`src/rtl/dma_pkg.sv`:
```
// Shared definitions for the DMA bus arbiter: FSM encodings, master indices
// and default sizing.
package dma_pkg;

    typedef enum logic [1:0] {
        ST_IDLE    = 2'd0,
        ST_GRANT   = 2'd1,
        ST_HANDOFF = 2'd2
    } arb_state_t;

    localparam int CPU_ID    = 0;
    localparam int DMA_RD_ID = 1;
    localparam int DMA_WR_ID = 2;

    localparam int DEF_NUM_REQ   = 4;
    localparam int DEF_MAX_BURST = 16;
    localparam int DEF_ID_W      = 2;

endpackage

```
`src/rtl/rr_pick.sv`:
```
// Combinational round-robin picker: rotate the request vector so 'start' sits
// at bit 0, priority-encode the lowest set bit, then map it back to an index.
module rr_pick #(
    parameter int N    = 4,
    parameter int ID_W = 2
) (
    input  logic [N-1:0]    req,
    input  logic [ID_W-1:0] start,
    output logic [ID_W-1:0] winner,
    output logic            found
);

    logic [2*N-1:0]  req_dbl;
    logic [N-1:0]    req_rot;
    logic [ID_W-1:0] offset;
    logic [ID_W:0]   sum;

    assign req_dbl = {req, req};
    assign req_rot = N'(req_dbl >> start);
    assign found   = |req;

    always_comb begin
        offset = '0;
        for (int i = N - 1; i >= 0; i--) begin
            if (req_rot[i]) begin
                offset = ID_W'(i);
            end
        end
    end

    // The extra sum bit keeps the wrap-around test exact for any N.
    always_comb begin
        sum = {1'b0, offset} + {1'b0, start};
        if (sum >= (ID_W + 1)'(N)) begin
            sum = sum - (ID_W + 1)'(N);
        end
        winner = sum[ID_W-1:0];
    end

endmodule

```
`src/rtl/dma_bus_arbiter.sv`:
```
// Round-robin RAM bus arbiter with per-owner burst limit and a one-cycle
// turnaround between owners. Optional CPU preemption: ARB_CPU_PREEMPT_EN.
module dma_bus_arbiter
    import dma_pkg::*;
#(
    parameter int NUM_REQ   = DEF_NUM_REQ,
    parameter int MAX_BURST = DEF_MAX_BURST,
    parameter int ID_W      = DEF_ID_W
) (
    input  logic               clk,
    input  logic               reset,
    input  logic [NUM_REQ-1:0] mem_request,
    output logic [NUM_REQ-1:0] mem_grant,
    output logic               grant_valid,
    output logic [ID_W-1:0]    grant_id,
    output logic               forced_release
);

    localparam int              CNT_W      = (MAX_BURST < 2) ? 1 : $clog2(MAX_BURST + 1);
    localparam bit              BURST_EN   = (MAX_BURST != 0);
    localparam logic [CNT_W-1:0] BURST_MAX  = CNT_W'(MAX_BURST);
    localparam logic [CNT_W-1:0] BURST_LAST = CNT_W'(BURST_EN ? MAX_BURST - 1 : 0);
    localparam logic [ID_W-1:0]  LAST_IDX   = ID_W'(NUM_REQ - 1);

    arb_state_t         state_q, state_d;
    logic [CNT_W-1:0]   burst_cnt_q, burst_cnt_d;
    logic [ID_W-1:0]    last_owner_q, last_owner_d;
    logic [ID_W-1:0]    owner_q, owner_d;
    logic [NUM_REQ-1:0] grant_q, grant_d;
    logic               forced_q, forced_d;
    logic               grant_valid_q;

    logic [ID_W-1:0]    rr_start;
    logic [ID_W-1:0]    pick_id;
    logic [ID_W-1:0]    arb_id;
    logic               pick_found;
    logic               owner_req;
    logic               others_pending;
    logic               track_owner;

`ifdef ARB_CPU_PREEMPT_EN
    logic preempt_pend_q, preempt_pend_d;
    logic preempt_grant_q, preempt_grant_d;
`endif

    assign rr_start       = (last_owner_q == LAST_IDX) ? '0 : last_owner_q + 1'b1;
    assign owner_req      = |(mem_request & grant_q);
    assign others_pending = |(mem_request & ~grant_q);

    rr_pick #(
        .N    (NUM_REQ),
        .ID_W (ID_W)
    ) u_pick (
        .req    (mem_request),
        .start  (rr_start),
        .winner (pick_id),
        .found  (pick_found)
    );

    // A grant won through CPU preemption does not advance the pointer, so the
    // preempted master gets its turn back afterwards.
    always_comb begin
        track_owner = 1'b1;
`ifdef ARB_CPU_PREEMPT_EN
        track_owner = !preempt_grant_q;
`endif
    end

    always_comb begin
        state_d      = state_q;
        burst_cnt_d  = burst_cnt_q;
        last_owner_d = last_owner_q;
        owner_d      = owner_q;
        grant_d      = grant_q;
        forced_d     = 1'b0;
        arb_id       = pick_id;
`ifdef ARB_CPU_PREEMPT_EN
        preempt_pend_d  = preempt_pend_q;
        preempt_grant_d = preempt_grant_q;
`endif

        case (state_q)
            ST_IDLE, ST_HANDOFF: begin
`ifdef ARB_CPU_PREEMPT_EN
                preempt_pend_d  = 1'b0;
                preempt_grant_d = 1'b0;
                if (preempt_pend_q && mem_request[CPU_ID]) begin
                    arb_id          = ID_W'(CPU_ID);
                    preempt_grant_d = 1'b1;
                end
`endif
                if (pick_found) begin
                    grant_d     = NUM_REQ'(1) << arb_id;
                    owner_d     = arb_id;
                    burst_cnt_d = '0;
                    state_d     = ST_GRANT;
                end else begin
                    grant_d = '0;
                    state_d = ST_IDLE;
                end
            end

            ST_GRANT: begin
                if (burst_cnt_q != BURST_MAX) begin
                    burst_cnt_d = burst_cnt_q + 1'b1;
                end
                // Voluntary release wins over every forced reason.
                if (!owner_req) begin
                    state_d = ST_HANDOFF;
                    grant_d = '0;
                    if (track_owner) begin
                        last_owner_d = owner_q;
                    end
                end
`ifdef ARB_CPU_PREEMPT_EN
                else if (owner_q != ID_W'(CPU_ID) && mem_request[CPU_ID]) begin
                    state_d        = ST_HANDOFF;
                    grant_d        = '0;
                    forced_d       = 1'b1;
                    preempt_pend_d = 1'b1;
                end
`endif
                else if (BURST_EN && burst_cnt_q == BURST_LAST && others_pending) begin
                    state_d  = ST_HANDOFF;
                    grant_d  = '0;
                    forced_d = 1'b1;
                    if (track_owner) begin
                        last_owner_d = owner_q;
                    end
                end else if (BURST_EN && burst_cnt_q == BURST_LAST) begin
                    burst_cnt_d = '0;
                end
            end

            default: begin
                state_d = ST_IDLE;
                grant_d = '0;
            end
        endcase
    end

    always_ff @(posedge clk or posedge reset) begin
        if (reset) begin
            state_q       <= ST_IDLE;
            burst_cnt_q   <= '0;
            last_owner_q  <= LAST_IDX;
            owner_q       <= '0;
            grant_q       <= '0;
            grant_valid_q <= 1'b0;
            forced_q      <= 1'b0;
        end else begin
            state_q       <= state_d;
            burst_cnt_q   <= burst_cnt_d;
            last_owner_q  <= last_owner_d;
            owner_q       <= owner_d;
            grant_q       <= grant_d;
            grant_valid_q <= |grant_d;
            forced_q      <= forced_d;
        end
    end

`ifdef ARB_CPU_PREEMPT_EN
    always_ff @(posedge clk or posedge reset) begin
        if (reset) begin
            preempt_pend_q  <= 1'b0;
            preempt_grant_q <= 1'b0;
        end else begin
            preempt_pend_q  <= preempt_pend_d;
            preempt_grant_q <= preempt_grant_d;
        end
    end
`endif

    assign mem_grant      = grant_q;
    assign grant_valid    = grant_valid_q;
    assign grant_id       = owner_q;
    assign forced_release = forced_q;

endmodule
```
`config.mk`:
```
export PLATFORM = sky130hd
export DESIGN_NAME = dma_bus_arbiter
export DESIGN_NICKNAME = d
export VERILOG_FILES = /design/src/rtl/dma_pkg.sv /design/src/rtl/rr_pick.sv /design/src/rtl/dma_bus_arbiter.sv
export SDC_FILE = /design/constraint.sdc
export NUM_CORES = 1
export LEC_CHECK = 0
export BUFFER_PORTS_ARGS = -buffer_cell sky130_fd_sc_hd__buf_2
export CAP_MARGIN = 15
export CORE_MARGIN = 1
export CORE_UTILIZATION = 40
export DETAILED_ROUTE_END_ITERATION = 10
export GPL_ROUTABILITY_DRIVEN = 0
export PLACE_DENSITY = 0.64
export SYNTH_ARGS = -nofsm -noshare
export SYNTH_HDL_FRONTEND = slang
export SYNTH_SLANG_ARGS = --single-unit
```
`constraint.sdc`:
```
create_clock -name clk -period 2.06 [get_ports clk]
set_clock_uncertainty 0.15 [all_clocks]
set_input_delay 0.309 -clock clk [delete_from_list [all_inputs] [get_ports clk]]
set_output_delay 0.309 -clock clk [all_outputs]
set_load 0.02 [all_outputs]
```
## Word-level counts from Yosys, hierarchy flattened

Cells that the tools add are included.
Widths: inputs -> output; s select.

- Shift operators: 2
- Order comparisons: 1
- Reductions and logical operators: 11
- Multiplexer cells: 25
- Bitwise operators: 3
- Equality and inequality tests: 8
- Add/sub/neg operators: 4

Operators by type and width:

| cell | number |
|---|---|
| $mux 5 | 5 |
| $mux 2 | 10 |
| $reduce_or 4->1 | 4 |
| $mux 4 | 3 |
| $pmux 5 s2 | 1 |
| $and 4x4->4 | 2 |
| $pmux 4 s2 | 1 |
| $shr 8x2->4 | 1 |
| $reduce_and 2->1 | 3 |
| $add 5x1->5 const B | 1 |
| $eq 5x4->1 const B | 1 |
| $ne 5x5->1 const B | 1 |
| $eq 2x2->1 const B | 2 |
| $mux 1 | 4 |
| $not 4->4 | 1 |
| $pmux 2 s2 | 1 |
| $shl 1x2->4 const A | 1 |
| $add 2x2->3 | 1 |
| $ge 3x3->1 const B | 1 |
| $ne 3x3->1 const B | 1 |
| $add 2x1->2 const B | 1 |
| $eq 2x1->1 const B | 1 |
| $logic_not 2->1 | 1 |
| $ne 2x1->1 const B | 1 |
| 5 further kinds | 5 |

- Input bits: 6
- Bits in registers: 17

## Longest topological paths before layout

- Word-level depth: 14
- Depth in mapped cells: 10
- Mapped depth without buffers: 9

## Cells and area by module

From an unflattened synthesis, not the netlist that was laid out.

- Cells, all modules: 108
- Area total of the unflattened synthesis: 1,056.0 sq um

Modules (own cells, without submodules):

| module | cells each | area an instance (sq um) | seq. area each (sq um) | instances |
|---|---|---|---|---|
| dma_bus_arbiter | 81 | 877.1 | 427.9 | 1 |
| rr_pick | 27 | 178.9 | 0.0 | 1 |

## Least setup slack after synthesis

No wires, ideal clock.

- Kind: reg-to-reg
- From: register last_owner_q[0]
- To: register owner_q[1] (netlist: grant_id[1])
- Library setup time: 125 ps
- Arrival: 1,882 ps
- Clock period less this slack: 2,157 ps
- Cell stages (with the launch flop): 6
- Required time: 1,785 ps
- Setup slack: -97 ps
- Path buffers: 0
- Cells stage by stage: dfstp_2 > ha_1 > or4_1 > o311ai_1 > xnor2_1 > mux2_2

- Word-level cells in the longest chain between the ends: 10
- Elaborated cells between the ends (all ways): 12
- Classes of those cells: add/sub (3); order compare (1); eq/ne (1); shift (1); mux (6)

RTL lines:

| what | RTL line | source |
|---|---|---|
| start: declaration | dma_bus_arbiter.sv:27 | `logic [ID_W-1:0] last_owner_q, last_owner_d;` |
| start signal: assignment | dma_bus_arbiter.sv:154 | `last_owner_q <= last_owner_d;` |
| $add 2x1->2 or $eq 2x2->1 (tied branches) | dma_bus_arbiter.sv:46 | `assign rr_start = (last_owner_q == LAST_IDX) ? '0 : last_owner_q + 1'b1;` |
| $mux 2 * | dma_bus_arbiter.sv:46 |  |
| $shr 8x2->4 | rr_pick.sv:19 | `assign req_rot = N'(req_dbl >> start);` |
| $mux 2 (4 in series) | rr_pick.sv:25 | `if (req_rot[i]) begin` |
| $add 2x2->3 * | rr_pick.sv:33 | `sum = {1'b0, offset} + {1'b0, start};` |
| $ge 3x3->1 or $sub 2x1->2 (tied branches) | rr_pick.sv:34, rr_pick.sv:35 |  |
| $mux 2 * | rr_pick.sv:34 | `if (sum >= (ID_W + 1)'(N)) begin` |
| end signal: assignment | dma_bus_arbiter.sv:155 | `owner_q <= owner_d;` |
| end: declaration | dma_bus_arbiter.sv:28 | `logic [ID_W-1:0] owner_q, owner_d;` |

Mark *: on every way between the ends. The rest lies on a longest branch, timed or not.
A chain may end at the register's enable or synchronous reset.

## Worst setup path in the final report

Ends and elaborated chain as after synthesis.

==> impl_metrics.toml <==
[timing]
slew_violations = 0
rsz0062_at_grt = "yes"
fmax_mhz = 482.4
setup_ws_ns = -0.01287
slew_headroom_pct = 58.39
fin_crit_ns = 2.073
worst_pin_slew_ns = 0.6235
finalHoldViolCount = 0
min_period_over_period_pct = 100.6
setup_viol_count_final = 2
whs_ns = 0.3755

[run_status]
status = "finished, violations left"
violations = "negative setup slack"

[pwr]
clkPwrFrac_pct = 8.2
pwr-share-seq_pct = 26.9
power_density_mw_per_mm2 = 1640
power_leakage_uw = 0.0006139
p_int_uw = 1252
share_comb_of_total_power_pct = 64.9
max-vdd-ir-drop_mv = 0.9965
swShare_pct = 40.79
p_sw_uw = 862.1

[clock_tree]
clk_pin_slew_worst_paths_ns = 0.09
cts-root-buf = "clkbuf_4"
clkLatencyLatePin_ns = 0.28
cts_buffers = 3
cts_tree = "done"
htreeDepth = 1
cts_max_path_buffers = 2
clock_sinks = 17

[finish]
diodes = 0
drive_gt1_share_pct = 33.58
fin_util_pct = 56.62
fin_cells = 162
fin_area_sq_mm = 0.001289
area_delta_synth_final_pct = 29.72
final_nets = 146

[logic_synthesis]
yosys_warnings = 0
synthCells = 105
yosys.area.top_type = "dfrtp_1"
synth-seq-cells = 17
ys.flop_type = "dfrtp_1"
synth_most_common_cell = "dfrtp_1"
ys_async_sr_fraction_pct = 100.0
synth_area_per_cell_sq_um = 9.461
synth_top_area_share_pct = 37.78
synth_fp_nets = 116
yosys-top-cells-count = "dfrtp_1, nand2_1, inv_1"
seq_area_frac_synth_pct = 43.07
synth_area_sq_um = 993.5
synth.area.top_cells = "dfrtp_1, ha_1, dfstp_2"
ys_types = 40
synth_edf_count = 0

[routing]
vias = 852
ant_nets = 0
post_drt_wl_per_cell_um = 13.10
first_iter_violations = 18
routed_via_density = 5.259
first_pass_iters = 3
drt_wl_total_um = 2123
drc = 0

[critical_path]
arrival_ns = 2.10
critPathSlowestCell = "dfstp_2"
path_cells = "ha_4 > or4_4 > o311ai_4 > xnor2_2 > mux2_4"
critPathMaxFanout = 6
ff2ff_setup_slack_ns = -0.01
cp.required_ns = 2.09
crit_type = "reg -> reg"
crit_path_end_kind = "register"
startpoint_type = "register"
crit_buf_inv = 0
critical_path.max_stage_delay_ns = 0.59
crit_family = "flip-flops"

[floorplan]
core_area_sq_mm = 0.002276
die-area_sq_mm = 0.002687
die_w_um = 51.84
fp.dieH_um = 51.84
row_count = 17
initial_core_util_pct = 43.65
io_pins = 14

[grt]
antenna_found_initial = 0
grt_pass1_wl_um = 3650
grtUsageTotal_pct = 18.88
grt_max_degree = 18
grt_pass1_vias = 841
gr-total-overflow = 0

[placement]
port_buffers = 13
dpl_cell_area_sq_mm = 0.001199
dpl.hpwl_um = 1634
dp_cells = 155

[flow_run]
cap_violations = 0

[hold_path]
hold_path.class = "reg -> reg"
## metrics by stage
stage	TNS, ns	total power, uW	setup WS, ns
after floorplan	-0.1143	1455	-0.04093
after global placement	-0.1821	1753	-0.06208
after detailed placement	-0.2258	1786	-0.08269
after CTS	-0.03794	2112	-0.01894
after global routing	-0.4119	2267	-0.09342
final	-0.02370	2114	-0.01287
## final cells by class
| class | instances | area, sq um |
|---|---|---|
| flip-flops and latches | 17 | 427.9 |
| repair buffers | 27 | 176.4 |
| fillers | 202 | 987.2 |
| clock buffers | 4 | 26.28 |
| inverters | 10 | 37.54 |
| well taps | 28 | 35.03 |
| multi-input cells | 76 | 585.6 |
## worst min-delay path, cell delays in order (launching register included)
cell     delay [ns]
dfrtp_1        0.38
nand2_1        0.05
o21ai_0        0.06
## routing by layer
layer	routed length, um	part of all wire, %	global-route usage, %	vias to the layer above
met5	0	0	0	-
met4	10	0.47	5.405	0
met3	69	3.3	5.263	2
met2	980	46	32.26	15
met1	1063	50	22.85	403
li1	-	-	-	432
## cells in the final DEF (no fill, tap or decap), drive strengths merged, types with 3 or more instances in the layout
master,instances
ha,5
dfrtp,15
mux2,3
nand2,14
buf,26
clkbuf,4
nor3,3
o21ai,7
nor2,7
inv,10
## flip-flops by register name (all words and copies together), names as in the netlist
register,flops
burst_cnt_q,5
forced_release,1
grant_valid,1
mem_grant,4
grant_id,2
last_owner_q,2
state_q,2
## kinds of logic (layout without fill, tap and decap cells)
family / after synthesis / in the layout / synth area share (%)
compound gates: 26 / 26 / 19.02
xor+xnor: 3 / 3 / 2.645
fa+ha+maj: 5 / 5 / 6.297
buf+inv: 12 / 41 / 5.668
flops: 17 / 17 / 43.07
mux: 4 / 4 / 4.408
simple gates: 38 / 38 / 18.89
## what timing repair did
| item | CTS | global route |
|---|---|---|
| hold buffers | 1 | 0 |
| endpoints found under the hold margin | 15 | 0 |
| buffers inserted | 1 | 1 |
| setup endpoints to repair | 5 | 7 |
| cloned | 0 | 0 |
| gates resized for setup | 7 | 0 |
| pin swaps | 7 | 1 |
## final timing paths
check                                            startpoint  cells after the start                          to
worst max-delay path            last_owner_q[0]$_DFFE_PP1P_                      5     grant_id[1]$_DFFE_PP0P_
worst min-delay path             burst_cnt_q[4]$_DFFE_PP0P_                      2  burst_cnt_q[4]$_DFFE_PP0P_
worst max register to register  last_owner_q[0]$_DFFE_PP1P_                      5     grant_id[1]$_DFFE_PP0P_
worst min register to register   burst_cnt_q[4]$_DFFE_PP0P_                      2  burst_cnt_q[4]$_DFFE_PP0P_
max in group asynchronous                             reset                      3  burst_cnt_q[1]$_DFFE_PP0P_
min in group asynchronous                             reset                      3  burst_cnt_q[4]$_DFFE_PP0P_
## power groups by stage
stage               combinational (uW)  sequential [uW]  clock, uW
floorplan                          836              619          0
global placement                  1180              570          0
detailed placement                1210              574          0
CTS                               1360              572        179
global route                      1490              584        191
finish                            1370              569        173
Note: power is estimated with default switching activity, not from simulation.
